File: src/rtl/bisc_sng_if.sv
// Control/stream bundle for the binary-to-stochastic converter.
// start: sampled only in IDLE/DONE; stall: holds idx when high in STREAM; abort: wins over stall and start.
interface bisc_sng_if #(
  parameter int IN_BIN_LEN = 8
);
  logic                  start;
  logic [IN_BIN_LEN-1:0] value_in;
  logic                  stall;
  logic                  abort;
  logic                  bit_out;
  logic                  bit_valid;
  logic                  busy;
  logic                  done;
  logic [IN_BIN_LEN-1:0] bit_idx;
  logic [1:0]            state_dbg;

  modport master (
    output start, value_in, stall, abort,
    input  bit_out, bit_valid, busy, done, bit_idx, state_dbg
  );

  modport slave (
    input  start, value_in, stall, abort,
    output bit_out, bit_valid, busy, done, bit_idx, state_dbg
  );
endinterface

File: src/rtl/bisc_sng.sv
// Binary-to-stochastic converter: emits 2^N bits where bit k = (bitrev(k) < value),
// giving a low-discrepancy stream with exactly `value` ones.
module bisc_sng #(
  parameter int IN_BIN_LEN = 8
) (
  input  logic       clock,
  input  logic       reset,
  bisc_sng_if.slave  bus
);
  typedef enum logic [1:0] {
    IDLE   = 2'd0,
    STREAM = 2'd1,
    DONE   = 2'd2
  } state_t;

  localparam logic [IN_BIN_LEN-1:0] IDX_LAST = '1;

  state_t                state_q, state_d;
  logic [IN_BIN_LEN-1:0] val_q, val_d;
  logic [IN_BIN_LEN-1:0] idx_q, idx_d;
  logic [IN_BIN_LEN-1:0] idx_rev;

  always_ff @(posedge clock or negedge reset) begin
    if (!reset) begin
      state_q <= IDLE;
      val_q   <= '0;
      idx_q   <= '0;
    end else begin
      state_q <= state_d;
      val_q   <= val_d;
      idx_q   <= idx_d;
    end
  end

  always_comb begin
    idx_rev = '0;
    for (int i = 0; i < IN_BIN_LEN; i++) idx_rev[i] = idx_q[IN_BIN_LEN-1-i];
  end

  // Termination is detected at all-ones before incrementing, so idx never wraps.
  always_comb begin
    state_d       = state_q;
    val_d         = val_q;
    idx_d         = idx_q;
    bus.busy      = 1'b0;
    bus.bit_valid = 1'b0;
    bus.bit_out   = 1'b0;
    bus.done      = 1'b0;
    case (state_q)
      IDLE: begin
        if (bus.start) begin
          val_d   = bus.value_in;
          idx_d   = '0;
          state_d = STREAM;
        end
      end
      STREAM: begin
        bus.busy      = 1'b1;
        bus.bit_valid = !bus.stall;
        bus.bit_out   = (idx_rev < val_q);
        if (bus.abort) begin
          idx_d   = '0;
          state_d = IDLE;
        end else if (!bus.stall) begin
          if (idx_q == IDX_LAST) state_d = DONE;
          else                   idx_d   = idx_q + 1'b1;
        end
      end
      DONE: begin
        bus.done = 1'b1;
        if (bus.start) begin
          val_d   = bus.value_in;
          idx_d   = '0;
          state_d = STREAM;
        end else begin
          state_d = IDLE;
        end
      end
      default: state_d = IDLE;
    endcase
  end

  assign bus.bit_idx   = idx_q;
  assign bus.state_dbg = state_q;
endmodule

File: src/flat_wrapper.sv
// flat-port wrapper written by rule: the top's interface ports become plain ports
module bisc_sng_flat 
#(
  parameter int IN_BIN_LEN = 8
)
  (clock, reset, bus_start, bus_value_in, bus_stall, bus_abort, bus_bit_out, bus_bit_valid, bus_busy, bus_done, bus_bit_idx, bus_state_dbg);
  bisc_sng_if #(.IN_BIN_LEN(IN_BIN_LEN)) bus_i ();
  input  logic clock;
  input  logic reset;
  input wire logic [$bits(bus_i.start)-1:0] bus_start;
  input wire logic [$bits(bus_i.value_in)-1:0] bus_value_in;
  input wire logic [$bits(bus_i.stall)-1:0] bus_stall;
  input wire logic [$bits(bus_i.abort)-1:0] bus_abort;
  output wire logic [$bits(bus_i.bit_out)-1:0] bus_bit_out;
  output wire logic [$bits(bus_i.bit_valid)-1:0] bus_bit_valid;
  output wire logic [$bits(bus_i.busy)-1:0] bus_busy;
  output wire logic [$bits(bus_i.done)-1:0] bus_done;
  output wire logic [$bits(bus_i.bit_idx)-1:0] bus_bit_idx;
  output wire logic [$bits(bus_i.state_dbg)-1:0] bus_state_dbg;
  assign bus_i.start = bus_start;
  assign bus_i.value_in = bus_value_in;
  assign bus_i.stall = bus_stall;
  assign bus_i.abort = bus_abort;
  assign bus_bit_out = bus_i.bit_out;
  assign bus_bit_valid = bus_i.bit_valid;
  assign bus_busy = bus_i.busy;
  assign bus_done = bus_i.done;
  assign bus_bit_idx = bus_i.bit_idx;
  assign bus_state_dbg = bus_i.state_dbg;
  bisc_sng #(.IN_BIN_LEN(IN_BIN_LEN)) u_core (.clock(clock), .reset(reset), .bus(bus_i));
endmodule
File: config.mk
export PLATFORM = sky130hd
export DESIGN_NAME = bisc_sng_flat
export DESIGN_NICKNAME = d
export VERILOG_FILES = /design/src/rtl/bisc_sng_if.sv /design/src/rtl/bisc_sng.sv /design/src/flat_wrapper.sv
export SDC_FILE = /design/constraint.sdc
export NUM_CORES = 1
export LEC_CHECK = 0
export ABC_AREA = 0
export CAP_MARGIN = 0
export CELL_PAD_IN_SITES_DETAIL_PLACEMENT = 0
export CELL_PAD_IN_SITES_GLOBAL_PLACEMENT = 2
export CORE_MARGIN = 10
export CORE_UTILIZATION = 29
export CTS_CLUSTER_DIAMETER = 30
export DETAILED_ROUTE_END_ITERATION = 6
export GPL_ROUTABILITY_DRIVEN = 0
export GPL_TIMING_DRIVEN = 0
export PLACE_DENSITY_LB_ADDON = 0.1
export SLEW_MARGIN = 5
export SYNTH_ARGS = -nofsm -noshare
export SYNTH_HDL_FRONTEND = slang
export SYNTH_SLANG_ARGS = --single-unit
File: constraint.sdc
create_clock -name clock -period 2 [get_ports clock]
set_clock_uncertainty 0.15 [all_clocks]
set_input_delay 0.3 -clock clock [delete_from_list [all_inputs] [get_ports clock]]
set_output_delay 0.3 -clock clock [all_outputs]
set_load 0.01 [all_outputs]
==> reports/results.md, run 1 <==
| Metric | This run | Unit |
| --- | --- | --- |
| Class of the tightest hold or removal check | in -> reg | - |
| Worst-case clock buffer depth | 2 | - |
| Number of nets still failing antenna checks after routing | 0 | - |
| Maximum number of pins on one net before global-route repair | 19 | - |
| Leading cell types by total area after synthesis | sky130_fd_sc_hd__dfrtp_1 (42%), sky130_fd_sc_hd__ha_1 (9.4%), sky130_fd_sc_hd__o21ai_0 (6.6%), sky130_fd_sc_hd__nand2_1 (4.6%), sky130_fd_sc_hd__nand2b_1 (2.9%) | - |
| Minimum setup slack among reg-to-reg paths | 0.11 | ns |
| Power per cell area | 667 | nW/um^2 |
| Area of the core region | 3440 | sq um |
| Clock-pin slew reported for the worst setup and hold paths after clock tree synthesis | 0.07 | ns |
| Number of DRC markers after the initial detailed-route iteration | 52 | - |
| Final core utilization | 44.4 | % |
| Worst path cell trace | inv_2 -> ha_4 -> a211o_1 -> a21oi_1 -> o21ai_1 -> a41oi_2 -> buf_2 | - |
| Max Fanout on Critical Path | 2 | - |
| Number of I/O pins | 27 | - |
| Effective utilization at floorplan | 30.9 | % |
| Via-to-Cell Ratio | 4.84 | - |
| Highest-count cells in the layout ignoring fill and taps | sky130_fd_sc_hd__clkdlybuf4s50_1 (23), sky130_fd_sc_hd__nand2_1 (13), sky130_fd_sc_hd__dfrtp_1 (13) | - |
| Cell class contributing the biggest share of worst-path delay | compound AO/OA/AOI/OAI gates | - |
| Met2 Resource Use GR | 15.0 | % |
| Max_cap viols | 0 | - |
| Slowest cell on crit path | sky130_fd_sc_hd__dfrtp_1 | - |
| Setup repair after global routing missed its margin | yes | - |
| Async S/R FF share, synth | 100 | % |
| CP max stage delay | 0.37 | ns |
| Number of antenna violations at the first check in global routing | 0 | - |
| DR vias | 943 | - |
| Cell type contributing the most total cell area after synthesis | sky130_fd_sc_hd__dfrtp_1 | - |
| Setup violation total in the final timing report | 1 | - |
| Setup ws final | -0.0963 | ns |
| Vertical extent of the die | 80.5 | um |
| Mean area per synthesized cell | 9.48 | sq um |
| Seq/Total Area, Yosys | 42.4 | % |
| Type of element launching the critical path | register | - |
| Number of warnings reported in the yosys synthesis log | 0 | - |
| Endpoint required time on the critical path | 1.55 | ns |
| Combined area of all synthesized cells | 1060 | sq um |
| Number of enable-type register cells in the synthesized netlist | 0 | - |
| Wirelength, routed | 3040 | um |
| Port Buffers | 26 | - |
| Ys flop type | sky130_fd_sc_hd__dfrtp_1 | - |
| Routing usage on met1 | 12.8 | % |
| Number of hold buffers added after CTS | 0 | - |
| Gr busiest metal | met2 | - |
| Most common cell after layout, fill and taps aside | sky130_fd_sc_hd__clkdlybuf4s50_1 | - |
| Number of clock sinks | 18 | - |
| Final critical path time including I/O delays and setup | 2.10 | ns |
| Filler Cells Inserted | 367 | - |
| Clock root buffer | sky130_fd_sc_hd__clkbuf_8 | - |
| Status | finished, violations left | - |
| Total power consumption of the routed design | 1.02 | mW |
| Final Instance Count excl. Fillers | 195 | - |
| Die ar. | 6480 | sq um |
| Arrival time of the worst setup path | 1.65 | ns |
| Clock tree from TritonCTS | yes | - |
| Global-route met3 utilization | 4.79 | % |
| Final Hold Viols | 0 | - |
| Number of instances in the placed design | 184 | - |
| Inserted Clock Buffers | 3 | - |
| Final-stage net count | 171 | - |
| Worst IR drop on VDD | 0.000512 | V |
| Share of cells above drive strength 1 | 20.8 | % |
| Highest clock rate | 477 | MHz |
| Count of state elements after synthesis | 18 | - |
| Type of destination of the critical path | output pin | - |
| Total global routing overflow | 0 | - |
| Area delta synth->final | 43.9 | % |
| Leakage power | 0.691 | nW |
| Count of antenna diodes in the layout | 0 | - |
| Fin crit share | 105 | % |
| Critical path type | reg -> out | - |
| Routed wirelength normalized by instance count | 15.6 | um |
| Portion of synthesized cell area occupied by the leading cell type | 42.4 | % |
| Buffers and inverters on the worst path | 2 | - |
| Distinct cell type count after synthesis | 32 | - |
| Slew headroom | 41.7 | % |
| Actual slew at the worst max-slew pin | 0.872 | ns |
| Setup TNS after final layout | -0.0963 | ns |
| Via count of the first global-routing pass | 1,042 | - |
| Number of standard-cell rows in the floorplan | 21 | - |
| Total DRC errors in the routed layout | 0 | - |
| GRT Total Usage | 10.1 | % |
| First-pass GRT wire length | 5210 | um |
| HPWL Detailed | 2190 | um |
| Synthesized netlist cell count | 112 | - |
| Worst-skew pair later-pin latency | 0.26 | ns |
| Number of iterations in the first detailed-routing pass | 4 | - |
| Width of the die | 80.5 | um |
| H-tree level count | 1 | - |
| Violations in the final reports | negative setup slack | - |
| Slew Viols, Final | 0 | - |
| Synth Net Count | 133 | - |
-- tightest hold or removal path: cells and delay by family --
kind | cells | cell delay (ns)
buf+inv | 1 | 0.14
simple gates | 2 | 0.23
-- path summary, 6_finish.rpt --
path	start	to	cells past startpoint
max	u_core.val_q[3]	bus_bit_out	7
min	bus_abort	u_core.bus.state_dbg[1]	3
max reg2reg	u_core.bus.state_dbg[1]	u_core.bus.bit_idx[0]	5
min reg2reg	u_core.val_q[0]	u_core.val_q[0]	1
max in group asynchronous	reset	u_core.bus.state_dbg[0]	1
min in group asynchronous	reset	u_core.bus.bit_idx[0]	1
-- final cells by class --
type / instances / area [sq um] / area share (%)
Tap cell: 46 / 57.6 / 3.76
Inverter: 7 / 26.3 / 1.72
Multi-Input combinational cell: 83 / 597 / 39.0
Timing Repair Buffer: 33 / 309 / 20.2
Buffer: 4 / 27.5 / 1.80
Clock buffer: 4 / 55.1 / 3.60
Sequential cell: 18 / 457 / 29.9
-- cell usage after synthesis, types with 3 or more instances --
| cell type | count |
|---|---|
| sky130_fd_sc_hd__a21oi_1 | 4 |
| sky130_fd_sc_hd__dfrtp_1 | 18 |
| sky130_fd_sc_hd__ha_1 | 8 |
| sky130_fd_sc_hd__inv_1 | 7 |
| sky130_fd_sc_hd__nand2_1 | 13 |
| sky130_fd_sc_hd__nand2b_1 | 5 |
| sky130_fd_sc_hd__nand3_1 | 3 |
| sky130_fd_sc_hd__nor2b_1 | 3 |
| sky130_fd_sc_hd__nor4_1 | 5 |
| sky130_fd_sc_hd__o21ai_0 | 14 |
| sky130_fd_sc_hd__o21bai_1 | 3 |
| sky130_fd_sc_hd__o31ai_1 | 4 |
-- through the flow --
| step | setup slack (ns) | hold slack (ns) | area [sq um] |
|---|---|---|---|
| floorplan | 0.0119 | -0.146 | 1060 |
| global placement | -0.530 | 0.350 | 1380 |
| detailed placement | -0.533 | 0.357 | 1380 |
| CTS | -0.120 | 0.374 | 1510 |
| global route | -0.218 | 0.332 | 1530 |
| finish | -0.0963 | 0.296 | 1530 |
-- kinds of logic (layout without fill, tap and decap cells) --
logic type,count (synthesis),count (layout),synth area share [%]
buffers and inverters,11,48,4.83
AND/OR/NAND/NOR,42,42,22.9
adder cells (fa/ha/maj),8,8,9.42
flip-flops,18,18,42.4
AO/OA/AOI/OAI,30,30,17.6
multiplexers,3,3,2.94
-- layer usage --
| metal | vias to the layer above | routed length, um |
|---|---|---|
| li1 | 474 | - |
| met1 | 441 | 1410 |
| met2 | 26 | 1350 |
| met3 | 2 | 253 |
| met4 | 0 | 19 |
| met5 | - | 0 |
-- registers in the layout, summed over array words and instances (netlist names) --
signal,cells
u_core.val_q,8
u_core.bus.bit_idx,8
u_core.bus.state_dbg,2
-- timing repair --
item / in CTS / in global routing
endpoints found under the setup margin: 10 / 8
pin swaps: 4 / 3
gates cloned: 0 / 0
gates resized for setup: 16 / 6
setup buffers: 7 / 0
-- power by group --
part | internal [mW] | switching (mW) | leakage [nW]
combinational | 0.137 | 0.147 | 0.435
clock | 0.175 | 0.129 | 0.0288
sequential | 0.407 | 0.0261 | 0.227
total | 0.719 | 0.302 | 0.691
No activity file was read; power rests on OpenSTA's default activity.
==> inputs of run 2 (changes only) <==
--- a/config.mk
+++ b/config.mk
@@ -6,7 +6,7 @@
 export NUM_CORES = 1
 export LEC_CHECK = 0
 export ABC_AREA = 0
-export CAP_MARGIN = 0
+export CAP_MARGIN = 30
 export CELL_PAD_IN_SITES_DETAIL_PLACEMENT = 0
 export CELL_PAD_IN_SITES_GLOBAL_PLACEMENT = 2
 export CORE_MARGIN = 10
@@ -16,6 +16,7 @@
 export GPL_ROUTABILITY_DRIVEN = 0
 export GPL_TIMING_DRIVEN = 0
 export PLACE_DENSITY_LB_ADDON = 0.1
+export RECOVER_POWER = 25
 export SLEW_MARGIN = 5
 export SYNTH_ARGS = -nofsm -noshare
 export SYNTH_HDL_FRONTEND = slang
==> reports/results.md, run 2 (synthesized netlist as in run 1, its figures left out) <==
| Metric | This run | Unit | vs previous |
| --- | --- | --- | --- |
| Number of nets still failing antenna checks after routing | 0 | - | unchanged |
| Width of the die | 80.5 | um | unchanged |
| Most common cell after layout, fill and taps aside | sky130_fd_sc_hd__clkdlybuf4s50_1 | - |  |
| Share of cells above drive strength 1 | 20.7 | % | -0.14 points |
| Area of the core region | 3440 | sq um | unchanged |
| Routed wirelength normalized by instance count | 15.5 | um | -0.22% |
| Arrival time of the worst setup path | 1.65 | ns | about the same |
| Via count of the first global-routing pass | 1,042 | - | unchanged |
| Violations in the final reports | negative setup slack | - |  |
| Clock root buffer | sky130_fd_sc_hd__clkbuf_8 | - |  |
| Worst-case clock buffer depth | 2 | - | unchanged |
| Filler Cells Inserted | 367 | - | unchanged |
| Setup violation total in the final timing report | 1 | - | unchanged |
| Port Buffers | 26 | - | unchanged |
| Number of I/O pins | 27 | - | unchanged |
| H-tree level count | 1 | - | unchanged |
| Count of antenna diodes in the layout | 0 | - | unchanged |
| Actual slew at the worst max-slew pin | 1.04 | ns | +0.164 ns |
| Final Instance Count excl. Fillers | 196 | - | +0.51% |
| Slew Viols, Final | 0 | - | unchanged |
| Die ar. | 6480 | sq um | unchanged |
| DR vias | 942 | - | -0.11% |
| GRT Total Usage | 10.1 | % | unchanged |
| Setup ws final | -0.0960 | ns | +0.000280 ns |
| Type of destination of the critical path | output pin | - |  |
| Area delta synth->final | 44.3 | % |  |
| Cell depth of the worst hold path | 3 | - | unchanged |
| Worst-skew pair later-pin latency | 0.26 | ns | about the same |
| Placed Area | 1380 | sq um | unchanged |
| Total DRC errors in the routed layout | 0 | - | unchanged |
| Status | finished, violations left | - |  |
| Max_cap viols | 0 | - | unchanged |
| Final-stage net count | 172 | - | +0.58% |
| Hold slack final | 0.296 | ns | -0.000223 ns |
| Clock tree from TritonCTS | yes | - |  |
| Final critical path time including I/O delays and setup | 2.10 | ns | -0.000280 ns |
| Setup repair after global routing missed its margin | yes | - |  |
| Max Fanout on Critical Path | 2 | - | unchanged |
| Via-to-Cell Ratio | 4.81 | - | -0.62% |
| Number of instances in the placed design | 184 | - | unchanged |
| Fin crit share | 105 | % | about the same |
| Final Hold Viols | 0 | - | unchanged |
| Number of antenna violations at the first check in global routing | 0 | - | unchanged |
| Total power consumption of the routed design | 1.02 | mW | about the same |
| Class of the tightest hold or removal check | in -> reg | - |  |
| Number of clock sinks | 18 | - | unchanged |
| Number of iterations in the first detailed-routing pass | 4 | - | unchanged |
| Critical path type | reg -> out | - |  |
| Leakage power | 0.692 | nW | +0.21% |
| First-pass GRT wire length | 5210 | um | unchanged |
| Wirelength, routed | 3050 | um | +0.30% |
| Inserted Clock Buffers | 3 | - | unchanged |
| Number of standard-cell rows in the floorplan | 21 | - | unchanged |
| Reg2reg path depth | 5 | - | unchanged |
| Worst IR drop on VDD | 0.000512 | V | about the same |
| Power per cell area | 666 | nW/um^2 | -0.19% |
| Number of DRC markers after the initial detailed-route iteration | 55 | - | +5.8% |
| Total global routing overflow | 0 | - | unchanged |
| Setup Slack @ Placement | -0.533 | ns | unchanged |
| Effective utilization at floorplan | 30.9 | % | unchanged |
| Maximum number of pins on one net before global-route repair | 19 | - | unchanged |
| Design area | 1530 | sq um | +0.25% |
| Slew headroom | 31.0 | % | -11 points |
| Vertical extent of the die | 80.5 | um | unchanged |
| Endpoint required time on the critical path | 1.55 | ns | about the same |
| Highest-count cells in the layout ignoring fill and taps | sky130_fd_sc_hd__clkdlybuf4s50_1 (22), sky130_fd_sc_hd__nand2_1 (13), sky130_fd_sc_hd__dfrtp_1 (13) | - |  |
| Highest clock rate | 477 | MHz | about the same |
| HPWL Detailed | 2190 | um | unchanged |
| Type of element launching the critical path | register | - |  |
| Clock-pin slew reported for the worst setup and hold paths after clock tree synthesis | 0.07 | ns | about the same |
run 2: changes by cell type in the layout (fill, tap and decap cells not counted), sizes merged:
| cell | change |
|---|---|
| clkbuf | +1 |
| clkdlybuf4s50 | -1 |
| dlygate4sd3 | +1 |
run 2: through the flow:
stage	setup TNS, ns	utilization [%]
global placement	-2.93	40.1
detailed placement	-3.12	40.1
floorplan	0	-
global route	-0.218	44.5
CTS	-0.120	43.9
finish	-0.0960	44.5
run 2: routing by layer:
layer / wire length (um) / vias to the layer above / global-route usage [%]
met4: 19 / 0 / 2.29
met5: 0 / - / 0
met2: 1360 / 24 / 15.0
met1: 1430 / 441 / 12.8
met3: 235 / 2 / 4.79
li1: - / 475 / -
run 2: critical path: stages (launching register included):
cell and delay (ns):
sky130_fd_sc_hd__dfrtp_1 0.37, sky130_fd_sc_hd__inv_2 0.08, sky130_fd_sc_hd__ha_4 0.20, sky130_fd_sc_hd__a211o_1 0.25, sky130_fd_sc_hd__a21oi_1 0.10, sky130_fd_sc_hd__o21ai_1 0.10, sky130_fd_sc_hd__a41oi_2 0.12, sky130_fd_sc_hd__buf_2 0.16
run 2: worst paths after layout:
kind / start / endpoint / slack [ns]
worst max-delay path: u_core.val_q[3] / bus_bit_out / -0.1
worst min register to register: u_core.val_q[0] / u_core.val_q[0] / 0.37
max in group asynchronous: reset / u_core.bus.state_dbg[0] / 0.41
worst max register to register: u_core.bus.state_dbg[1] / u_core.bus.bit_idx[0] / 0.11
worst min-delay path: bus_abort / u_core.bus.state_dbg[1] / 0.30
min in group asynchronous: reset / u_core.bus.bit_idx[0] / 0.59
run 2: repair_timing:
action | 4_1_cts | 5_1_grt
buffers inserted | 7 | 0
hold buffers | 0 | 0
hold endpoints to repair | 0 | 0
pin swaps | 4 | 3
setup endpoints to repair | 10 | 8
gates cloned | 0 | 0
resized for setup | 16 | 6
run 2: report_power, final:
group / switching, mW / total [mW] / internal [mW]
clock: 0.128 / 0.304 / 0.175
sequential: 0.0262 / 0.433 / 0.407
combinational: 0.148 / 0.285 / 0.137
run 2: cell type report:
cell class	instances	area, sq um	area share [%]
timing repair buffer	34	313	20.4
tap	46	57.6	3.76
sequential	18	457	29.8
buffer	4	27.5	1.80
multi-input combinational	83	597	38.9
clock buffer	4	55.1	3.59
inverter	7	26.3	1.71
==> inputs of run 3 (changes only) <==
--- a/config.mk
+++ b/config.mk
@@ -15,7 +15,7 @@
 export DETAILED_ROUTE_END_ITERATION = 6
 export GPL_ROUTABILITY_DRIVEN = 0
 export GPL_TIMING_DRIVEN = 0
-export PLACE_DENSITY_LB_ADDON = 0.1
+export PLACE_DENSITY_LB_ADDON = 0.25
 export RECOVER_POWER = 25
 export SLEW_MARGIN = 5
 export SYNTH_ARGS = -nofsm -noshare
==> reports/results.md, run 3 (synthesized netlist as in run 1, its figures left out) <==
| Metric | This run | Unit | vs previous |
| --- | --- | --- | --- |
| Number of clock sinks | 18 | - | unchanged |
| Worst path cell trace | ha_4 -> a211o_1 -> a21oi_1 -> o21ai_1 -> a41oi_1 -> buf_2 | - |  |
| Share of cells above drive strength 1 | 17.1 | % | -3.5 points |
| Power per cell area | 641 | nW/um^2 | -3.8% |
| Worst-skew pair later-pin latency | 0.26 | ns | about the same |
| Setup ws final | -0.124 | ns | -0.0276 ns |
| Inserted Clock Buffers | 3 | - | unchanged |
| H-tree level count | 1 | - | unchanged |
| Cell class contributing the biggest share of worst-path delay | compound AO/OA/AOI/OAI gates | - |  |
| Width of the die | 80.5 | um | unchanged |
| Setup TNS after final layout | -0.124 | ns | -0.0276 ns |
| Wirelength, routed | 2790 | um | -8.5% |
| Actual slew at the worst max-slew pin | 0.904 | ns | -0.132 ns |
| Violations in the final reports | negative setup slack | - |  |
| Highest clock rate | 471 | MHz | -1.3% |
| Effective utilization at floorplan | 30.9 | % | unchanged |
| Port Buffers | 26 | - | unchanged |
| Max_cap viols | 0 | - | unchanged |
| First-pass GRT wire length | 4830 | um | -7.3% |
| Setup violation total in the final timing report | 1 | - | unchanged |
| Slowest cell on crit path | sky130_fd_sc_hd__dfrtp_2 | - |  |
| Number of I/O pins | 27 | - | unchanged |
| Count of antenna diodes in the layout | 0 | - | unchanged |
| Die ar. | 6480 | sq um | unchanged |
| Total DRC errors in the routed layout | 0 | - | unchanged |
| Number of DRC markers after the initial detailed-route iteration | 54 | - | -1.8% |
| Clock-pin slew reported for the worst setup and hold paths after clock tree synthesis | 0.07 | ns | about the same |
| GRT Total Usage | 9.33 | % | -0.74 points |
| Endpoint required time on the critical path | 1.55 | ns | about the same |
| Area delta synth->final | 40.0 | % |  |
| Final-stage net count | 169 | - | -1.7% |
| Via-to-Cell Ratio | 4.81 | - | +0.13% |
| Class of the tightest hold or removal check | reg -> reg | - |  |
| Hold slack final | 0.363 | ns | +0.0665 ns |
| Final Hold Viols | 0 | - | unchanged |
| Routed wirelength normalized by instance count | 14.5 | um | -6.6% |
| Critical path type | reg -> out | - |  |
| Slew Viols, Final | 0 | - | unchanged |
| Arrival time of the worst setup path | 1.67 | ns | +0.02 ns |
| DR vias | 924 | - | -1.9% |
| Final core utilization | 43.2 | % | -1.3 points |
| Clock root buffer | sky130_fd_sc_hd__clkbuf_8 | - |  |
| Fin crit share | 106 | % | +1.4 points |
| Buffers and inverters on the worst path | 1 | - | -1 |
| Placed Area | 1380 | sq um | unchanged |
| HPWL Detailed | 2110 | um | -4.0% |
| Design area | 1490 | sq um | -2.9% |
| Setup repair after global routing missed its margin | yes | - |  |
| Setup Slack @ Placement | -0.547 | ns | -0.0147 ns |
| Total power consumption of the routed design | 0.953 | mW | -6.6% |
| Vertical extent of the die | 80.5 | um | unchanged |
| Number of nets still failing antenna checks after routing | 0 | - | unchanged |
| Filler Cells Inserted | 350 | - | -4.6% |
| Max Fanout on Critical Path | 2 | - | unchanged |
| Clock tree from TritonCTS | yes | - |  |
| Slew headroom | 39.6 | % | +8.6 points |
| Worst-case clock buffer depth | 2 | - | unchanged |
| Type of destination of the critical path | output pin | - |  |
| Most common cell after layout, fill and taps aside | sky130_fd_sc_hd__clkdlybuf4s50_1 | - |  |
| Number of antenna violations at the first check in global routing | 0 | - | unchanged |
| Via count of the first global-routing pass | 961 | - | -7.8% |
| Maximum number of pins on one net before global-route repair | 19 | - | unchanged |
| Status | finished, violations left | - |  |
| Final Instance Count excl. Fillers | 192 | - | -2.0% |
| Number of instances in the placed design | 184 | - | unchanged |
| Total global routing overflow | 0 | - | unchanged |
| Number of hold buffers added after CTS | 0 | - | unchanged |
| Area of the core region | 3440 | sq um | unchanged |
| Type of element launching the critical path | register | - |  |
| Number of iterations in the first detailed-routing pass | 4 | - | unchanged |
| Leakage power | 0.670 | nW | -3.2% |
| Highest-count cells in the layout ignoring fill and taps | sky130_fd_sc_hd__clkdlybuf4s50_1 (23), sky130_fd_sc_hd__dfrtp_1 (14), sky130_fd_sc_hd__o21ai_0 (13), sky130_fd_sc_hd__nand2_1 (13), sky130_fd_sc_hd__ha_1 (7) | - |  |
| Worst IR drop on VDD | 0.000193 | V | -62% |
| CP max stage delay | 0.43 | ns | +0.06 ns |
| Final critical path time including I/O delays and setup | 2.12 | ns | +0.0276 ns |
| Number of standard-cell rows in the floorplan | 21 | - | unchanged |
-- run 3: final cells by class --
| type | instances | area (sq um) | area share (%) |
|---|---|---|---|
| plain buffers | 4 | 25.0 | 1.68 |
| clock buffers | 3 | 41.3 | 2.78 |
| inverters | 7 | 26.3 | 1.77 |
| multi-input cells | 83 | 591 | 39.7 |
| flip-flops and latches | 18 | 455 | 30.6 |
| well taps | 46 | 57.6 | 3.87 |
| repair buffers | 31 | 292 | 19.6 |
-- run 3: routing by layer --
metal | share of wire [%] | GRT usage (%) | wire length (um)
met4 | 1.1 | 3.17 | 31
met5 | 0 | 0 | 0
met3 | 9.2 | 4.23 | 256
met2 | 41 | 12.8 | 1140
met1 | 49 | 12.4 | 1360
-- run 3: timing repair --
item | 4_1_cts | 5_1_grt
setup buffers | 5 | 0
setup endpoints to repair | 9 | 3
pin swaps | 4 | 0
resized for setup | 14 | 2
-- run 3: path summary, 6_finish.rpt --
kind                                        from                       to  slack, ns  depth (start not counted)
max in group asynchronous                  reset  u_core.bus.state_dbg[0]       0.61                          1
min in group asynchronous                  reset    u_core.bus.bit_idx[3]       0.46                          1
setup / recovery           u_core.bus.bit_idx[4]              bus_bit_out      -0.12                          6
hold / removal                   u_core.val_q[0]          u_core.val_q[0]       0.36                          1
hold reg to reg                  u_core.val_q[0]          u_core.val_q[0]       0.36                          1
setup reg to reg           u_core.bus.bit_idx[0]    u_core.bus.bit_idx[6]       0.10                          6
-- run 3: worst register-to-register path, stage by stage, from the launching register on --
cell                      delay (ns)
sky130_fd_sc_hd__dfrtp_1        0.44
sky130_fd_sc_hd__ha_1           0.27
sky130_fd_sc_hd__nand3_1        0.16
sky130_fd_sc_hd__nor4_4         0.08
sky130_fd_sc_hd__or2_1          0.24
sky130_fd_sc_hd__buf_6          0.13
sky130_fd_sc_hd__a211o_2        0.32
-- run 3: where the power goes --
part	internal, mW	switching [mW]	leakage (nW)
Sequential	0.407	0.0250	0.229
Clock	0.134	0.124	0.0216
Combinational	0.126	0.137	0.420
Total	0.667	0.286	0.670
